## config.mk

```make
export PLATFORM = sky130hd
export DESIGN_NAME = gb_cpu_fetch
export DESIGN_NICKNAME = d
export VERILOG_FILES = /design/src/rtl/gb_cpu_common_pkg.sv /design/src/rtl/gb_cpu_imm_len.sv /design/src/rtl/gb_cpu_fetch.sv
export SDC_FILE = /design/constraint.sdc
export NUM_CORES = 1
export LEC_CHECK = 0
export ABC_AREA = 1
export CAP_MARGIN = 10
export CORE_MARGIN = 3
export CORE_UTILIZATION = 37
export CTS_BUF_LIST = sky130_fd_sc_hd__clkbuf_8
export DETAILED_ROUTE_END_ITERATION = 6
export PLACE_DENSITY = 0.7
export SETUP_SLACK_MARGIN = 0.02
export SLEW_MARGIN = 20
export SYNTH_ARGS = -nofsm -noshare
export SYNTH_HDL_FRONTEND = slang
export SYNTH_HIERARCHICAL = 1
export SYNTH_SLANG_ARGS = --single-unit
export TNS_END_PERCENT = 20
```

## constraint.sdc

```tcl
create_clock -name clk -period 3.6 [get_ports clk]
set_input_delay 0.72 -clock clk [delete_from_list [all_inputs] [get_ports clk]]
set_output_delay 0.72 -clock clk [all_outputs]
set_load 0.01 [all_outputs]
```

## src/rtl/gb_cpu_common_pkg.sv

```systemverilog
// Shared Game Boy CPU definitions: fetch FSM states, the CB prefix byte,
// immediate-length codes and the hard-lock opcode set.
package gb_cpu_common_pkg;

    // Fetch sequencer states; the shared names keep the decoder's encodings.
    typedef enum logic [2:0] {
        READ_OPCODE    = 3'd0,
        READ_CB_OPCODE = 3'd1,
        READ_R8        = 3'd2,
        READ_R16_BYTE0 = 3'd3,
        READ_R16_BYTE1 = 3'd4,
        ISSUE          = 3'd5,
        LOCKED         = 3'd6
    } fetch_state_t;

    // Prefix byte that selects the extended (bit/rotate/shift) opcode page.
    localparam logic [7:0] CB_PREFIX = 8'hCB;

    // Number of immediate bytes that follow an opcode.
    localparam logic [1:0] IMM_LEN_NONE = 2'd0;
    localparam logic [1:0] IMM_LEN_8    = 2'd1;
    localparam logic [1:0] IMM_LEN_16   = 2'd2;

    // Undefined opcodes that freeze the real CPU until reset.
    function automatic logic is_hardlock_opcode(input logic [7:0] opcode);
        case (opcode)
            8'hD3, 8'hDB, 8'hDD, 8'hE3, 8'hE4, 8'hEB,
            8'hEC, 8'hED, 8'hF4, 8'hFC, 8'hFD: return 1'b1;
            default:                           return 1'b0;
        endcase
    endfunction

endpackage

```

## src/rtl/gb_cpu_imm_len.sv

```systemverilog
// Opcode classifier: how many immediate bytes follow a non-prefixed opcode,
// and whether the opcode is one of the hard-lock opcodes. Shared with the decoder.
module gb_cpu_imm_len
    import gb_cpu_common_pkg::*;
(
    input  logic [7:0] opcode,
    output logic [1:0] imm_len,
    output logic       is_hardlock
);

    // Pure decode of the opcode into immediate length and lock flag.
    always_comb begin
        imm_len     = IMM_LEN_NONE;
        is_hardlock = is_hardlock_opcode(opcode);
        casez (opcode)
            8'b00???110, 8'b11???110,
            8'h10, 8'h18, 8'h20, 8'h28, 8'h30, 8'h38,
            8'hE0, 8'hF0, 8'hE8, 8'hF8:
                imm_len = IMM_LEN_8;
            8'b00??0001,
            8'h08, 8'hC2, 8'hCA, 8'hD2, 8'hDA, 8'hC3, 8'hC4,
            8'hCC, 8'hD4, 8'hDC, 8'hCD, 8'hEA, 8'hFA:
                imm_len = IMM_LEN_16;
            default:
                imm_len = IMM_LEN_NONE;
        endcase
    end

endmodule

```

## src/rtl/gb_cpu_fetch.sv

```systemverilog
// Game Boy CPU instruction fetch/sequencer. Reads instruction bytes one at a
// time, resolves the CB prefix and immediates, and hands a complete bundle to
// the decoder over a valid/ready handshake. Execute can redirect the PC at any time.
// Optional feature: define GB_CPU_FETCH_HARDLOCK_EN to freeze on hard-lock opcodes.
module gb_cpu_fetch
    import gb_cpu_common_pkg::*;
#(
    parameter logic [15:0] RESET_PC = 16'h0100
) (
    input  logic         clk,
    input  logic         reset,
    output logic         mem_rd_req,
    output logic [15:0]  mem_addr,
    input  logic         mem_rd_ack,
    input  logic [7:0]   mem_rdata,
    input  logic         redirect_valid,
    input  logic [15:0]  redirect_pc,
    output logic         instr_valid,
    input  logic         instr_ready,
    output logic [7:0]   instr_opcode,
    output logic         instr_cb,
    output logic [15:0]  instr_imm,
    output logic [1:0]   instr_imm_len,
    output logic [15:0]  instr_pc,
    output logic [15:0]  pc,
    output fetch_state_t fetch_state
);

    fetch_state_t state;
    fetch_state_t state_next;
    logic [15:0]  pc_next;
    logic [15:0]  instr_pc_next;
    logic [7:0]   instr_opcode_next;
    logic         instr_cb_next;
    logic [15:0]  instr_imm_next;
    logic [1:0]   instr_imm_len_next;
    logic         fetching;
    logic         byte_taken;
    logic [1:0]   lookup_len;
    logic         lookup_hardlock;
    logic         lock_hit;

    gb_cpu_imm_len u_imm_len (
        .opcode      (mem_rdata),
        .imm_len     (lookup_len),
        .is_hardlock (lookup_hardlock)
    );

`ifdef GB_CPU_FETCH_HARDLOCK_EN
    assign lock_hit = lookup_hardlock;
`else
    logic unused_hardlock;
    assign unused_hardlock = lookup_hardlock;
    assign lock_hit        = 1'b0;
`endif

    // Memory is only requested in the byte-collecting states, never while in reset.
    assign fetching    = (state != ISSUE) && (state != LOCKED);
    assign mem_rd_req  = fetching && !reset;
    assign mem_addr    = pc;
    assign byte_taken  = mem_rd_req && mem_rd_ack;
    assign instr_valid = (state == ISSUE);
    assign fetch_state = state;

    // Next-state and bundle assembly; a redirect overrides any byte or handshake.
    always_comb begin
        state_next         = state;
        pc_next            = pc;
        instr_pc_next      = instr_pc;
        instr_opcode_next  = instr_opcode;
        instr_cb_next      = instr_cb;
        instr_imm_next     = instr_imm;
        instr_imm_len_next = instr_imm_len;

        if (redirect_valid && (state != LOCKED)) begin
            state_next         = READ_OPCODE;
            pc_next            = redirect_pc;
            instr_cb_next      = 1'b0;
            instr_imm_next     = 16'h0000;
            instr_imm_len_next = IMM_LEN_NONE;
        end else begin
            if (byte_taken) begin
                pc_next = pc + 16'd1;
            end
            case (state)
                READ_OPCODE: begin
                    if (byte_taken) begin
                        instr_pc_next     = pc;
                        instr_opcode_next = mem_rdata;
                        instr_cb_next     = 1'b0;
                        instr_imm_next    = 16'h0000;
                        if (mem_rdata == CB_PREFIX) begin
                            instr_imm_len_next = IMM_LEN_NONE;
                            state_next         = READ_CB_OPCODE;
                        end else if (lock_hit) begin
                            instr_imm_len_next = IMM_LEN_NONE;
                            state_next         = LOCKED;
                        end else begin
                            instr_imm_len_next = lookup_len;
                            case (lookup_len)
                                IMM_LEN_8:  state_next = READ_R8;
                                IMM_LEN_16: state_next = READ_R16_BYTE0;
                                default:    state_next = ISSUE;
                            endcase
                        end
                    end
                end
                READ_CB_OPCODE: begin
                    if (byte_taken) begin
                        instr_opcode_next = mem_rdata;
                        instr_cb_next     = 1'b1;
                        state_next        = ISSUE;
                    end
                end
                READ_R8: begin
                    if (byte_taken) begin
                        instr_imm_next = {8'h00, mem_rdata};
                        state_next     = ISSUE;
                    end
                end
                READ_R16_BYTE0: begin
                    if (byte_taken) begin
                        instr_imm_next = {8'h00, mem_rdata};
                        state_next     = READ_R16_BYTE1;
                    end
                end
                READ_R16_BYTE1: begin
                    if (byte_taken) begin
                        instr_imm_next = {mem_rdata, instr_imm[7:0]};
                        state_next     = ISSUE;
                    end
                end
                ISSUE: begin
                    if (instr_ready) begin
                        state_next     = READ_OPCODE;
                        instr_cb_next  = 1'b0;
                        instr_imm_next = 16'h0000;
                    end
                end
                LOCKED: begin
                    state_next = LOCKED;
                end
                default: begin
                    state_next = READ_OPCODE;
                end
            endcase
        end
    end

    // State, PC and bundle registers.
    always_ff @(posedge clk or posedge reset) begin
        if (reset) begin
            state         <= READ_OPCODE;
            pc            <= RESET_PC;
            instr_pc      <= RESET_PC;
            instr_opcode  <= 8'h00;
            instr_cb      <= 1'b0;
            instr_imm     <= 16'h0000;
            instr_imm_len <= IMM_LEN_NONE;
        end else begin
            state         <= state_next;
            pc            <= pc_next;
            instr_pc      <= instr_pc_next;
            instr_opcode  <= instr_opcode_next;
            instr_cb      <= instr_cb_next;
            instr_imm     <= instr_imm_next;
            instr_imm_len <= instr_imm_len_next;
        end
    end

endmodule

```

==> results of run 1 <==
## worst reg2reg max path, stage by stage (launching register included)
cell      delay [ns]
dfrtp_1         0.54
nand3_2         0.23
nand2_1         0.48
nand2_1         0.42
nand2_1         0.18
clkinv_1        0.24
nand3_2         0.24
nand2_1         0.08
nand2_1         0.07
## layout make-up
cell class,count,area [µm²],share of cell area
Timing Repair Buffer,110,1100,0.226
Clock inverter,5,81.3,0.0168
Sequential cell,62,1550,0.320
Clock buffer,11,151,0.0312
Tap cell,129,161,0.0333
Multi-Input combinational cell,327,1600,0.331
Inverter,54,203,0.0418
## sequential cells by signal, indices dropped and copies added, names as in the netlist
name           count
instr_cb           1
instr_imm         16
instr_opcode       8
fetch_state        3
instr_imm_len      2
mem_addr          16
instr_pc          16
## worst max-delay path by stage
stage,startpoint,to,slack (ns)
floorplan,reset,instr_opcode[5]$_DFFE_PP0P_,0.43
global placement,reset,instr_opcode[0]$_DFFE_PP0P_,0.74
detailed placement,reset,instr_opcode[2]$_DFFE_PP0P_,0.61
CTS,reset,instr_opcode[1]$_DFFE_PP0P_,0.97
global route,reset,instr_opcode[1]$_DFFE_PP0P_,0.75
finish,reset,instr_opcode[0]$_DFFE_PP0P_,0.93
## metrics by stage
stage / util / power [mW] / setup WS, ns / std cells / area [µm²]
2_1_floorplan: - / 1.79 / 0.433 / 468 / 3540
3_3_place_gp: 0.497 / 2.41 / 0.737 / 682 / 4620
3_5_place_dp: 0.497 / 2.44 / 0.605 / 682 / 4620
4_1_cts: 0.523 / 3.16 / 0.971 / 698 / 4850
5_1_grt: 0.523 / 3.34 / 0.750 / 698 / 4850
6_report: 0.523 / 3.15 / 0.935 / 698 / 4850
## metal layers
layer  share of wire  track usage  up-vias
met4           0.015       0.0484        0
met3           0.086       0.0530       19
met2            0.47        0.309      153
li1                -            -     1685
met5               0            0        -
met1            0.43        0.237     1612
## power breakdown
| group | switching, mW | internal [mW] | total [mW] |
|---|---|---|---|
| logic | 0.703 | 0.641 | 1.34 |
| clock network | 0.285 | 0.427 | 0.712 |
| registers | 0.184 | 0.905 | 1.09 |
==> results_dict.tcl, run 1 <==
set metrics [dict create \
    fmax_mhz 375 \
    buffer_ports.inserted 108 \
    max_slew.worst_pin.slew_ns 0.610 \
    synth.yosys.warnings 6 \
    chipWidth_um 104 \
    cts-htree-levels 3 \
    cts_root_buffer "clkbuf_8" \
    clkTransAtPathRegs_ns 0.07 \
    drtIter0Drc 188 \
    worstSetupPathType "in -> reg" \
    power.density_mw_per_mm2 648 \
    boundaryPins 109 \
    dieHeight_um 104 \
    insertion_delay_ns 0.34 \
    max_cap_violations 0 \
    routability_congestion 0.858 \
    maximum_fanout_encountered_on_the_critical_timing_path 25 \
    gr-usage-all-layers 0.185 \
    timing.final.setup_violations 0 \
    finalWirelength_um 9950 \
    post-route-drc-count 0 \
    crit-reg2reg-launch "fetch_state[2]$_DFFE_PP0P_" \
    cts_resized 0 \
    mostFrequentLayoutCells "nand2_1, clkdlybuf4s50_1, dfrtp_1" \
    routed_wire_length_per_instance_um 14.3 \
    cts_buffers 9 \
    rsz0062_at_grt "false" \
    worstHoldEndpoint "instr_imm[7]$_DFFE_PP0P_" \
    fillCellCount 905 \
    synth.net_count 499 \
    hpwlAfterDp_um 7420 \
    grt_overflow_total 0 \
    slew_headroom 0.593 \
    first_pass_iters 5 \
    vdd_ir_drop_max_v 0.000449 \
    final_layout_size_suffix_gt1_frac 0.0949 \
    critical_path.top_delay_family "simple AND/OR/NAND/NOR gates" \
    regToRegSetupSlack_ns 1.08 \
    placement_rows 35 \
    first_global_vias 3425 \
    power.leakage_nw 2.31 \
    tritoncts "yes" \
    numClockSinks 62 \
    cts_buffer_depth 2 \
    design.final.nets 595 \
    hp-class "reg -> reg" \
    final_worst_clock_skew_ns 0.0126 \
    cp_slowest_cell "nor2_2" \
    timing.reg2reg.worst_path_depth 8 \
    critPathRequiredTime_ns 3.81 \
    timing_hold_violations_final 0 \
    final.hold.worst_slack_ns 0.474 \
    worst-path-buf-inv 3 \
    hold_depth 2 \
    grt_first_pass_wirelength_um 16600 \
    start_kind "input port" \
    floorplan.die_area_mm2 0.0108 \
    most_frequent_standard_cell_in_the_layout_excluding_fill_and_tap_cells "nand2_1" \
    antenna_left 0 \
    cp_slowest_stage_delay_ns 0.53 \
    cts_post_setup_buffers_inserted 0 \
    worst_setup_path_end_kind "flip-flop" \
    worst_min_path_start "instr_imm[7]$_DFFE_PP0P_" \
    insertedDiodeCount 0 \
    totalNegativeSetupSlack_ns 0 \
    instance_count_on_the_critical_path 8 \
    timing.critical_path.arrival_ns 2.88 \
    finalMaxSlewViolations 0 \
    starting_density 0.381 \
    layout_min_cycle_time_ns 2.67 \
    via_per_inst 4.97 \
    cts_hold_bufs 0 \
    final.period_utilization 0.740 \
    core_area_mm2 0.00928 \
    critical_path.reg2reg.endpoint "instr_imm[11]$_DFFE_PP0P_" \
    synthesis.area_mm2 0.00354 \
    synthesized_netlist_cell_count 468 \
    grt_antenna_before_repair 0 \
    dr_total_vias 3469 \
    run_status "completed" \
    layout-area-overhead-vs-synth_pct 37.0 \
    synth.avg_cell_area_um2 7.56 \
    grt_start_max_net_pins 39 \
    sequence_of_cells_on_the_critical_path "clkdlybuf4s50_1 -> inv_2 -> buf_4 -> nand4_4 -> nor2_2 -> o21ai_2 -> nand2_1 -> o21ai_1" \
]
No activity file was read; power rests on OpenSTA's default activity.
==> inputs of run 2 (changes only) <==
--- a/config.mk
+++ b/config.mk
@@ -11,7 +11,7 @@
 export CORE_UTILIZATION = 37
 export CTS_BUF_LIST = sky130_fd_sc_hd__clkbuf_8
 export DETAILED_ROUTE_END_ITERATION = 6
-export PLACE_DENSITY = 0.7
+export PLACE_DENSITY = 0.72
 export SETUP_SLACK_MARGIN = 0.02
 export SLEW_MARGIN = 20
 export SYNTH_ARGS = -nofsm -noshare
==> constraint.sdc (replaced) <==
create_clock -name clk -period 2.2 [get_ports clk]
set_input_delay 0.44 -clock clk [delete_from_list [all_inputs] [get_ports clk]]
set_output_delay 0.44 -clock clk [all_outputs]
set_load 0.01 [all_outputs]
==> run 2 against run 1 <==
Compared with the run above: via count grew 1.0%; non-clock buffer count is 15 higher; clock-buffer cell count increased by 3; combinational power up 66%; critical path depth decreased by 4; highest routed layer unchanged.
==> results_dict.tcl, run 2 (synthesized netlist as in run 1, its figures left out) <==
set metrics [dict create \
    maximum_fanout_encountered_on_the_critical_timing_path 9 \
    cp_slowest_stage_delay_ns 0.53 \
    chipWidth_um 104 \
    run_status "completed" \
    switching_share 0.377 \
    placement_setup_slack_ns -0.232 \
    placement_rows 35 \
    grt_first_pass_wirelength_um 16800 \
    finalWirelength_um 10000 \
    final_worst_clock_skew_ns 0.00721 \
    post-route-drc-count 0 \
    rsz0062_at_grt "true" \
    timing.final.setup_violations 0 \
    tritoncts "yes" \
    final_layout_size_suffix_gt1_frac 0.127 \
    first_pass_iters 5 \
    timing_hold_violations_final 0 \
    insertion_delay_ns 0.33 \
    power.leakage_nw 2.41 \
    insertedDiodeCount 0 \
    most_frequent_standard_cell_in_the_layout_excluding_fill_and_tap_cells "nand2_1" \
    final.period_utilization 0.968 \
    grt_use_met2 0.327 \
    buffer_ports.inserted 108 \
    sequence_of_cells_on_the_critical_path "nand3_4 -> nand3_2 -> inv_1 -> clkdlybuf4s50_1" \
    grt_start_max_net_pins 47 \
    slew_headroom 0.606 \
    cp_slowest_cell "clkdlybuf4s50_1" \
    comb_power_share 0.444 \
    core_area_mm2 0.00928 \
    grt_antenna_before_repair 0 \
    hpwlAfterDp_um 7580 \
    setup_slack_ns 0.0708 \
    cts-htree-levels 3 \
    numClockSinks 62 \
    gr-usage-all-layers 0.190 \
    max_slew.worst_pin.slew_ns 0.590 \
    worstSetupPathType "reg -> out" \
    dieHeight_um 104 \
    grt_util_met1 0.236 \
    hp-class "reg -> reg" \
    final.hold.worst_slack_ns 0.470 \
    timing.critical_path.arrival_ns 1.69 \
    cts_buffers 9 \
    power.density_mw_per_mm2 1010 \
    layout-area-overhead-vs-synth_pct 40.7 \
    vdd_ir_drop_max_v 0.000569 \
    clkTransAtPathRegs_ns 0.06 \
    power.net_switching_mw 1.89 \
    boundaryPins 109 \
    antenna_left 0 \
    drtIter0Drc 161 \
    via_per_inst 4.92 \
    routed_wire_length_per_instance_um 14.0 \
    global_route.peak_usage_layer "met2" \
    fmax_mhz 470 \
    worst_setup_path_end_kind "output pin" \
    starting_density 0.381 \
    clock_power_share 0.197 \
    max_cap_violations 0 \
    mostFrequentLayoutCells "nand2_1, clkdlybuf4s50_1, dfrtp_1" \
    global_route.usage.met3 0.0555 \
    dr_total_vias 3505 \
    floorplan.die_area_mm2 0.0108 \
    critPathRequiredTime_ns 1.76 \
    cts_post_setup_buffers_inserted 0 \
    power.internal_mw 3.12 \
    power_frac_seq 0.359 \
    routability_congestion 0.881 \
    first_global_vias 3478 \
    finalMaxSlewViolations 0 \
    start_kind "flip-flop" \
    layout_min_cycle_time_ns 2.13 \
    grt_overflow_total 0 \
    cts_buffer_depth 2 \
    design.final.nets 610 \
    cts_root_buffer "clkbuf_8" \
]
## run 2: power by group through the flow
stage                     combinational (mW)  clock, mW  sequential [mW]
after floorplan                         1.08          0             1.88
after global placement                  2.19          0             1.79
after detailed placement                2.22          0             1.79
after CTS                               2.24       1.00             1.79
after global routing                    2.44       1.06             1.85
final                                   2.22      0.986             1.80
## run 2: final timing paths
kind                                            start                     endpoint  slack (ns)  depth (start not counted)
max in group asynchronous                       reset   fetch_state[2]$_DFFE_PP0P_        1.10                          3
max                        fetch_state[2]$_DFFE_PP0P_                   mem_rd_req        0.07                          4
min                           instr_pc[8]$_DFFE_PP1P_      instr_pc[8]$_DFFE_PP1P_        0.47                          2
min reg2reg                   instr_pc[8]$_DFFE_PP1P_      instr_pc[8]$_DFFE_PP1P_        0.47                          2
min in group asynchronous                       reset     mem_addr[12]$_DFFE_PP0P_        0.65                          4
max reg2reg                fetch_state[2]$_DFFE_PP0P_  instr_opcode[6]$_DFFE_PP0P_        0.42                          6
## run 2: timing repair
action,in CTS,in global routing
setup endpoints to repair,2,4
gates resized for setup,4,8
hold buffers,0,0
## run 2: critical path: cells and delay by family, from the launching register on
kind	cells	cell delay (ns)
AND/OR/NAND/NOR	2	0.26
buffers and inverters	2	0.60
flip-flops	1	0.49
## run 2: area by class of cell
cell class,instances,area (µm²)
Fill cell,892,4300
Sequential cell,62,1560
Clock inverter,2,7.51
Timing Repair Buffer,125,1220
Inverter,54,211
Multi-Input combinational cell,327,1630
Tap cell,129,161
Clock buffer,14,193
## run 2: metal layers
layer	up-vias	part of all wire	wire length (µm)
met4	0	0.012	125
met1	1652	0.44	4390
li1	1720	-	-
met3	14	0.067	667
met5	-	0	0
met2	119	0.48	4830
## run 2: metrics by stage
| step | TNS, ns | cell area [µm²] | util | std cells | power [mW] |
|---|---|---|---|---|---|
| after floorplan | -5.36 | 3570 | - | 468 | 2.96 |
| after global placement | -0.294 | 4750 | 0.511 | 697 | 3.98 |
| after detailed placement | -0.494 | 4750 | 0.511 | 697 | 4.01 |
| after CTS | 0 | 4960 | 0.534 | 713 | 5.04 |
| after global routing | 0 | 4980 | 0.537 | 713 | 5.35 |
| final | 0 | 4980 | 0.537 | 713 | 5.01 |
==> inputs of run 3 (changes only) <==
--- a/config.mk
+++ b/config.mk
@@ -7,9 +7,9 @@
 export LEC_CHECK = 0
 export ABC_AREA = 1
 export CAP_MARGIN = 10
-export CORE_MARGIN = 3
+export CORE_MARGIN = 10
 export CORE_UTILIZATION = 37
-export CTS_BUF_LIST = sky130_fd_sc_hd__clkbuf_8
+export CTS_BUF_LIST = sky130_fd_sc_hd__clkbuf_16
 export DETAILED_ROUTE_END_ITERATION = 6
 export PLACE_DENSITY = 0.72
 export SETUP_SLACK_MARGIN = 0.02
==> run 3 against run 2 <==
Compared with the run above: via count barely moved; utilization rose by 0.94 points; critical path depth is 1 higher; highest routed layer unchanged; combinational power grew 4%; critical endpoint unchanged; cell count rose by 0.42%.
==> results_dict.tcl, run 3 (synthesized netlist as in run 1, its figures left out) <==
set metrics [dict create \
    run_status "completed" \
    finalMaxSlewViolations 0 \
    power.density_mw_per_mm2 1050 \
    switching_share 0.374 \
    power.leakage_nw 2.46 \
    power.internal_mw 3.33 \
    critPathRequiredTime_ns 1.76 \
    timing.critical_path.arrival_ns 1.69 \
    routability_congestion 0.894 \
    timing.reg2reg.worst_path_depth 8 \
    crit-reg2reg-launch "fetch_state[2]$_DFFE_PP0P_" \
    placement_rows 35 \
    grt_overflow_total 0 \
    cts-htree-levels 3 \
    hp-class "reg -> reg" \
    timing_hold_violations_final 0 \
    grt_first_pass_wirelength_um 18000 \
    final.hold.worst_slack_ns 0.466 \
    layout_min_cycle_time_ns 2.13 \
    core_area_mm2 0.00928 \
    dpl_cell_area_mm2 0.00476 \
    max_slew.worst_pin.slew_ns 0.612 \
    worstHoldEndpoint "instr_imm[0]$_DFFE_PP0P_" \
    layout.cell_area.non_filler_mm2 0.00507 \
    clkTransAtPathRegs_ns 0.05 \
    maximum_fanout_encountered_on_the_critical_timing_path 7 \
    cts_buffer_depth 2 \
    final.period_utilization 0.970 \
    tritoncts "yes" \
    routed_wire_length_per_instance_um 15.3 \
    final_layout_size_suffix_gt1_frac 0.133 \
    insertedDiodeCount 0 \
    antenna_left 0 \
    first_global_vias 3643 \
    final_worst_clock_skew_ns 0.00315 \
    start_kind "flip-flop" \
    first_pass_iters 4 \
    boundaryPins 109 \
    vdd_ir_drop_max_v 0.000611 \
    grt_antenna_before_repair 0 \
    dr_total_vias 3503 \
    hpwlAfterDp_um 8480 \
    via_per_inst 4.89 \
    clock_power_share 0.231 \
    comb_power_share 0.433 \
    drtIter0Drc 216 \
    cts_buffers 9 \
    timing.final.setup_violations 0 \
    power_frac_seq 0.336 \
    layout-area-overhead-vs-synth_pct 43.2 \
    critical_path.reg2reg.endpoint "instr_imm[8]$_DFFE_PP0P_" \
    gr-usage-all-layers 0.156 \
    chipWidth_um 118 \
    finalWirelength_um 11000 \
    regToRegSetupSlack_ns 0.36 \
    buffer_ports.inserted 108 \
    starting_density 0.381 \
    hold_depth 2 \
    power.net_switching_mw 1.99 \
    numClockSinks 62 \
    mostFrequentLayoutCells "nand2_1, clkdlybuf4s50_1, dfrtp_1" \
    post-route-drc-count 0 \
    insertion_delay_ns 0.33 \
    rsz0062_at_grt "true" \
    most_frequent_standard_cell_in_the_layout_excluding_fill_and_tap_cells "nand2_1" \
    grt_start_max_net_pins 47 \
    max_cap_violations 0 \
    worst_min_path_start "instr_imm[0]$_DFFE_PP0P_" \
    worst_setup_path_end_kind "output pin" \
    floorplan.die_area_mm2 0.0139 \
    design.final.nets 614 \
    fmax_mhz 468 \
    worstSetupPathType "reg -> out" \
    dieHeight_um 118 \
    cts_root_buffer "clkbuf_16" \
    fin_util 0.546 \
    slew_headroom 0.592 \
]
run 3: cell count changes in the layout (fill, tap and decap cells not counted), moves of 2 or more:
| cell | previous run | this run |
|---|---|---|
| clkinv_2 | 0 | 3 |
| clkbuf_16 | 0 | 9 |
| clkbuf_8 | 14 | 0 |
| buf_4 | 17 | 21 |
| inv_1 | 47 | 45 |
| clkinv_1 | 1 | 3 |
run 3: layout make-up:
type	count	area, µm²
fill	906	4220
multi-input combinational	327	1630
sequential	62	1560
timing repair buffer	129	1250
clock buffer	9	225
inverter	54	209
tap	129	161
clock inverter	6	30.0
run 3: power by group through the flow:
stage / clock network, mW / logic [mW] / registers (mW)
final: 1.23 / 2.30 / 1.79
after CTS: 1.26 / 2.31 / 1.79
after floorplan: 0 / 1.08 / 1.88
after detailed placement: 0 / 2.29 / 1.79
after global routing: 1.31 / 2.53 / 1.84
after global placement: 0 / 2.23 / 1.78
run 3: worst max-delay path, cell delays in order, from the launching register on:
cell             delay, ns
dfrtp_2               0.45
inv_2                 0.13
nand3_4               0.13
nand3_2               0.12
inv_1                 0.05
clkdlybuf4s50_1       0.48
run 3: worst max-delay path by stage:
stage | end | depth (start not counted) | from
2_1_floorplan | fetch_state[1]$_DFFE_PP0P_ | 8 | reset
3_3_place_gp | fetch_state[1]$_DFFE_PP0P_ | 15 | mem_rdata[1]
3_5_place_dp | fetch_state[1]$_DFFE_PP0P_ | 15 | mem_rdata[1]
4_1_cts | mem_rd_req | 4 | fetch_state[2]$_DFFE_PP0P_
5_1_grt | mem_rd_req | 5 | fetch_state[1]$_DFFE_PP0P_
6_report | mem_rd_req | 5 | fetch_state[1]$_DFFE_PP0P_
run 3: metal layers:
metal | global-route usage | vias up | wire [µm]
li1 | - | 1734 | -
met1 | 0.182 | 1622 | 4700
met2 | 0.260 | 136 | 5280
met3 | 0.0580 | 11 | 895
met4 | 0.0433 | 0 | 107
met5 | 0 | - | 0
run 3: per-stage QoR:
step	setup TNS, ns	std cells	total power, mW	worst slack (ns)
after floorplan	-5.36	468	2.96	-0.195
after global placement	-0.312	699	4.01	-0.159
after detailed placement	-0.677	699	4.07	-0.277
after CTS	0	714	5.35	0.0250
after global routing	0	716	5.68	0.00151
final	0	716	5.32	0.0654
run 3: repair_timing:
| action | 4_1_cts | 5_1_grt |
|---|---|---|
| resized for setup | 4 | 8 |
| setup buffers | 0 | 2 |
| setup endpoints to repair | 2 | 4 |
| hold buffers | 0 | 0 |
==> edit (config.mk and constraints of run 3) <==
Add a define of `GB_CPU_FETCH_HARDLOCK_EN`.
--- a/src/rtl/gb_cpu_fetch.sv
+++ b/src/rtl/gb_cpu_fetch.sv
@@ -4,2 +4,4 @@
 // Optional feature: define GB_CPU_FETCH_HARDLOCK_EN to freeze on hard-lock opcodes.
+`define GB_CPU_FETCH_HARDLOCK_EN
+
 module gb_cpu_fetch
Function: changed (Yosys sat finds a counterexample within 4 cycles, from zero or initial values and one cycle with reset high).
==> edit against run 3 <==
- setup slack got worse by 25 ps
- first-iteration DRC count down 9.3%
- design area is 2.6% higher
- via count increased by 1.1%
- power is 8.8% higher
- non-clock buffer count rose by 3
- synthesized area grew 1.1%
- die area up 0.91%
- sequential cell count unchanged
- wire length up 3.7%
==> edit: results (changes against run 3) <==
| Metric | Value |
|---|---|
| Part of the power in combinational logic | `0.408 (-0.025)` |
| Clock Pin Slew Worst Setup and Hold Paths | `50 ps (about the same)` |
| Port Buf Inserts | `108 (unchanged)` |
| Detailed Route WL | `11.4 mm (+3.7%)` |
| P_clk | `1.62 mW (+32%)` |
| Global-route wire length before repair | `18.7 mm (+3.7%)` |
| Relative slew slack | `0.665 (+0.0729)` |
| HP Start | `instr_imm[4]` |
| Pwr Total | `5.79 mW (+8.8%)` |
| Final #Nets | `616 (+0.33%)` |
| Filler cell count | `892 (-1.5%)` |
| LEAKAGE | `2.51 nW (+1.9%)` |
| Worst setup path startpoint | `reset` |
| Crit path largest cell delay | `510 ps (+30 ps)` |
| Post-DP HPWL | `8.58 mm (+1.2%)` |
| First-pass DRT Iterations | `4 (unchanged)` |
| Sw Share | `0.355 (-0.0185)` |
| Placed cell area | `4830 sq um (+1.4%)` |
| Dpl cells | `702 (+0.43%)` |
| Vias in the first global route | `3,701 (+1.6%)` |
| Status | `finished clean` |
| Final std cells w/o fill | `719 (+0.42%)` |
| Crit Path Max Fanout | `3 (-4)` |
| Largest net degree at the start of global routing | `39 (-17%)` |
| R2R Path Start | `fetch_state[0]` |
| Family with the most delay on the worst path | `buffers and inverters` |
| Postcts setup bufs | `1 (+1)` |
| Ratio of cells with drive above 1 in the final layout | `0.131 (-0.00237)` |
| Final Skew | `5.42 ps (+2.27 ps)` |
| CP Data Arrival Time | `1720 ps (+30 ps)` |
| Maximum VDD drop | `724 uV (+18%)` |
| Placement Setup Slack | `-364 ps (-87.4 ps)` |
| Synth unique cells | `35` |
| Initial DRC Count | `196 (-9.3%)` |
| Number of gates resized after CTS | `7 (+3)` |
| Multi-input logic area | `1680 sq um (+2.7%)` |
| Gr usage total | `0.161 (+0.00554)` |
| Routability cong. | `0.970 (+8.5%)` |
## edit: path summary, 6_finish.rpt
path / slack (ps) / cells after the start / endpoint
worst max-delay path: 40 / 5 / mem_rd_req
worst min-delay path: 470 / 2 / instr_imm[4]
worst max register to register: 310 / 9 / instr_imm[10]
worst min register to register: 470 / 2 / instr_imm[4]
max in group asynchronous: 1040 / 4 / instr_pc[8]
min in group asynchronous: 610 / 3 / instr_opcode[6]
## edit: kinds of logic after synthesis
family          after synthesis
simple gates                259
xor+xnor                     11
fa+ha+maj                     2
compound gates               56
buf+inv                      78
flops                        62
## edit: cell type report
cell class | count | area share
Tap cell | 129 | 0.0310
Timing Repair Buffer | 132 | 0.244
Sequential cell | 62 | 0.299
Multi-Input combinational cell | 328 | 0.323
Inverter | 52 | 0.0382
Clock buffer | 9 | 0.0433
Clock inverter | 7 | 0.0217
## edit: metal layers
metal  share of wire  track usage
met1            0.43        0.187
met5               0            0
met4           0.014       0.0595
met2            0.47        0.269
met3           0.086       0.0547
